## config.mk

```make
export PLATFORM = sky130hd
export DESIGN_NAME = mux_arb_reg
export DESIGN_NICKNAME = d
export VERILOG_FILES = /design/src/rtl/mux_arb_reg.sv
export SDC_FILE = /design/constraint.sdc
export NUM_CORES = 1
export LEC_CHECK = 0
export CORE_MARGIN = 5
export CORE_UTILIZATION = 30
export CTS_CLUSTER_DIAMETER = 40
export DETAILED_ROUTE_END_ITERATION = 12
export GPL_ROUTABILITY_DRIVEN = 0
export PLACE_DENSITY = 0.57
export SLEW_MARGIN = 15
export SYNTH_ARGS = -nofsm -noshare
export SYNTH_HDL_FRONTEND = slang
export SYNTH_SLANG_ARGS = --single-unit
export TNS_END_PERCENT = 30
```

## constraint.sdc

```tcl
create_clock -name clk -period 6 [get_ports clk]
set_clock_uncertainty 0.05 [all_clocks]
set_input_delay 1.2 -clock clk [delete_from_list [all_inputs] [get_ports clk]]
set_output_delay 1.2 -clock clk [all_outputs]
set_load 0.01 [all_outputs]
```

## src/rtl/mux_arb_reg.sv

```systemverilog
`default_nettype none
// ============================================================================
// Module   : mux_arb_reg
// Brief    : Registered N-input arbitrating mux with valid/ready handshakes,
//            using fixed-priority or round-robin selection.
// Revision : 1.0 - initial release
// ============================================================================
module mux_arb_reg #(
  parameter int N        = 32,
  parameter int CHANNELS = 4,
  parameter int SEL_W    = $clog2(CHANNELS)
) (
  input  logic                  clk,
  input  logic                  rst,
  input  logic                  mode,
  input  logic [CHANNELS-1:0]   in_valid,
  input  logic [CHANNELS*N-1:0] in_data,
  output logic [CHANNELS-1:0]   in_ready,
  output logic                  out_valid,
  output logic [N-1:0]          out_data,
  output logic [SEL_W-1:0]      out_sel,
  input  logic                  out_ready,
  output logic [15:0]           out_count
);

  // After reset the round-robin search begins just past the last channel, i.e. at 0.
  localparam logic [SEL_W-1:0] c_PTR_RST = SEL_W'(CHANNELS - 1);

  logic [N-1:0]        w_chan_data [CHANNELS];
  logic                w_load;
  logic                w_any;
  logic [SEL_W-1:0]    w_win;
  logic [SEL_W-1:0]    w_idx;
  logic [CHANNELS-1:0] w_ready;
  logic                w_in_xfer;
  logic                w_out_xfer;

  logic                r_out_valid;
  logic [N-1:0]        r_out_data;
  logic [SEL_W-1:0]    r_out_sel;
  logic [15:0]         r_count;
  logic [SEL_W-1:0]    r_ptr;

  genvar g;
  generate
    for (g = 0; g < CHANNELS; g++) begin : g_unpack
      assign w_chan_data[g] = in_data[g*N +: N];
    end
  endgenerate

  assign w_load     = ~r_out_valid | out_ready;
  assign w_out_xfer = r_out_valid & out_ready;
  assign w_in_xfer  = w_any & w_load;

  // Searches run from the far end back so the last hit is the highest-priority one.
  always_comb begin
    w_any = 1'b0;
    w_win = '0;
    w_idx = '0;
    if (!mode) begin
      for (int i = CHANNELS - 1; i >= 0; i--) begin
        if (in_valid[i]) begin
          w_any = 1'b1;
          w_win = i[SEL_W-1:0];
        end
      end
    end else begin
      for (int i = CHANNELS; i >= 1; i--) begin
        w_idx = r_ptr + i[SEL_W-1:0];
        if (in_valid[w_idx]) begin
          w_any = 1'b1;
          w_win = w_idx;
        end
      end
    end
  end

  always_comb begin
    w_ready        = '0;
    w_ready[w_win] = w_any & w_load & rst;
  end

  assign in_ready = w_ready;

  always_ff @(posedge clk or negedge rst) begin
    if (!rst) begin
      r_out_valid <= 1'b0;
      r_out_data  <= '0;
      r_out_sel   <= '0;
      r_count     <= '0;
      r_ptr       <= c_PTR_RST;
    end else begin
      if (w_in_xfer) begin
        r_out_valid <= 1'b1;
        r_out_data  <= w_chan_data[w_win];
        r_out_sel   <= w_win;
        if (mode) begin
          r_ptr <= w_win;
        end
      end else if (w_out_xfer) begin
        r_out_valid <= 1'b0;
      end
      if (w_out_xfer) begin
        r_count <= r_count + 16'd1;
      end
    end
  end

  assign out_valid = r_out_valid;
  assign out_data  = r_out_data;
  assign out_sel   = r_out_sel;
  assign out_count = r_count;

endmodule
`default_nettype wire

```

==> qor.txt <==
DRC Markers: 0
Share of the synthesized area in the top cell type: 30.2%
Seq cells post-synth: 53
DR vias/cell: 5.46
Finish-stage setup viols: 0
Total GRT Usage: 19.1%
Setup crit end: in_ready[3]
Hold Crit Class: flop to flop
Post-synth cell types: 47
TritonCTS clock tree: built
CP startpoint: in_valid[2]
Post-Syn Nets: 653
Die ar.: 16600 um2
Post-synth top cells: 67 x inv_1, 65 x nand2_1, 51 x dfrtp_1, 39 x nor2_1, 35 x clkbuf_1
Relative max-transition margin: 22.6%
Crit path kind: primary input to output port
Drt total wl: 16.3 mm
Average size of a mapped cell: 8.19 um2
Chip height: 129 um
Num ports: 191
Initial antenna violation count: 1
Min Tclk post-route: 5.27 ns
Final Net Count: 805
P&R area growth vs syn: 50.2%
Max Slew Vio Count: 0
Root Driver: clkbuf_16
Drt wl/cell: 19.2 um
Req. time, crit path: 4.75 ns
Hold slack final: 0.428 ns
Post-synth EDFFs: 0
Top cell type by total area after synthesis: dfrtp_1
Gate Count Post-Synth: 516
Routed vias: 4643
CTS Hold Bufs: 0
Drt first pass iters: 4
Top-count cell post-synth: inv_1
CP Max Fanout: 36
Core area: 13800 um2
Internal: 982 uW
DP Wirelength: 11.9 mm
First-pass GRT wire length: 25.3 mm
Worst Tran Pin Value: 1.16 ns
Max Cap Viol: 0
Critical Path AT: 4.02 ns
Initial Util: 30.6%
Post-route ant nets: 0
Largest net degree at the start of global routing: 54
Outcome: finished clean
YS warnings: 0
Max Buffers Root-to-Sink: 2
Critical Path Sink Type: output port
Final worst path period share: 87.9%
Share of the yosys chip area belonging to registers: 31.4%
Gr ovfl total: 0
Postcts setup bufs: 0
Synth top area cells: dfrtp_1 30%, o2111a_1 8.3%, a2111oi_0 6.4%, inv_1 6.0%, nand2_1 5.8%
Num rows: 43
Max Clk Rate: 0.190 GHz
Number of global-route vias before repair: 4516
Sinks on Clock Net: 53
Clock Latency Late Sink: 0.31 ns
R2r startpoint: r_ptr[1]
Clk pwr share: 19.8%
Worst-path clk slew: 0.07 ns
Port buffer count: 190
Initial DRC Count: 405
CTS Buf Count: 5
Maximum VDD drop: 0.150 mV
Logic gate share of total power: 46.4%
Reg2reg path depth: 5
CP startpoint kind: primary input
Share of layout cells above drive strength 1: 7.77%
RSZ-0062 raised after global routing: no
Netlist Area Pre-Place: 4230 um2
Reg-to-reg endpoint: out_data[0]
H-Tree Level Count: 2
Leakage: 0.00244 uW
Flop pwr share: 33.9%
Switching Fraction: 37.0%
NetSw: 578 uW
Synth async-reset ratio: 100%
Reg-to-reg slack, setup: 3.16 ns
Die X: 129 um
Fillers: 1308
Post-cts resize count: 0
Power per cell area: 246 nW/um2
Hold Fails Final Rpt: 0
Top FF cell, synth: dfrtp_1
Total negative slack: 0 ns
layer usage:
layer | vias to the layer above | GRT usage (%) | wire length [um]
met3 | 19 | 3.53 | 993
met5 | - | 0 | 0
met4 | 0 | 5.68 | 282
li1 | 2230 | - | -
met2 | 174 | 31.5 | 7860
met1 | 2220 | 25.5 | 7150
sequential cells by signal, indices dropped and copies added, names as in the netlist:
| signal | flops |
|---|---|
| out_data | 32 |
| out_count | 16 |
| out_valid | 1 |
| r_ptr | 2 |
| out_sel | 2 |
cell families after synthesis:
group / count (synthesis) / share of synthesized area (%)
mux: 4 / 1.01
flops: 53 / 31.4
simple gates: 143 / 15.0
xor+xnor: 15 / 3.11
compound gates: 179 / 37.1
fa+ha+maj: 1 / 0.296
buf+inv: 121 / 12.1
stage by stage:
step	power (uW)	setup WS, ns	instances	util [%]	instance area [um2]
2_1_floorplan	883	2.21	516	-	4230
3_3_place_gp	1250	0.783	841	44.8	6190
3_5_place_dp	1260	0.759	841	44.8	6190
4_1_cts	1580	0.746	849	45.9	6340
5_1_grt	1660	0.575	850	45.9	6350
6_report	1560	0.728	850	45.9	6350
worst max-delay path: stages:
cell	delay [ns]
clkdlybuf4s50_1	0.49
or2_1	0.30
o211ai_4	0.85
o22ai_4	0.33
nor3_1	0.27
clkdlybuf4s50_1	0.57
worst min path at each step:
| stage | startpoint | to | slack [ns] | cells past startpoint |
|---|---|---|---|---|
| floorplan | r_ptr[0] | r_ptr[0] | 0.45 | 2 |
| global placement | out_count[15] | out_count[15] | 0.41 | 1 |
| detailed placement | out_count[15] | out_count[15] | 0.42 | 1 |
| CTS | out_count[15] | out_count[15] | 0.43 | 1 |
| global route | out_count[15] | out_count[15] | 0.45 | 1 |
| finish | out_count[15] | out_count[15] | 0.43 | 1 |
cell usage in the layout, fill, tap and decap left out, types with 5 or more instances in the layout:
cell type	synthesis	final
nor2_1	39	38
clkdlybuf4s50_1	0	188
xnor2_1	13	13
dfrtp_1	51	51
clkbuf_16	0	5
nand2_1	65	65
o21ai_0	6	6
nor3_1	6	6
buf_4	3	9
a311oi_1	21	21
o211ai_1	32	32
a31oi_1	31	31
inv_1	67	67
nand2_2	10	10
a311oi_2	10	10
a2111oi_0	31	31
o2111a_1	31	31
nand3_1	5	5
final cells by class:
type,count,area [um2],area share (%)
Antenna cell,1,2.50,0.0394
Clock buffer,5,125,1.97
Clock inverter,3,25.0,0.394
Sequential cell,53,1330,20.9
Multi-Input combinational cell,342,2430,38.3
Tap cell,180,225,3.55
Inverter,67,251,3.96
Timing Repair Buffer,199,1960,30.9
power groups by stage:
stage	clock, uW	sequential [uW]	combinational [uW]
floorplan	0	559	324
finish	308	528	723
CTS	320	529	731
global route	335	542	779
detailed placement	0	534	728
global placement	0	531	721
No activity file was read; power rests on OpenSTA's default activity.
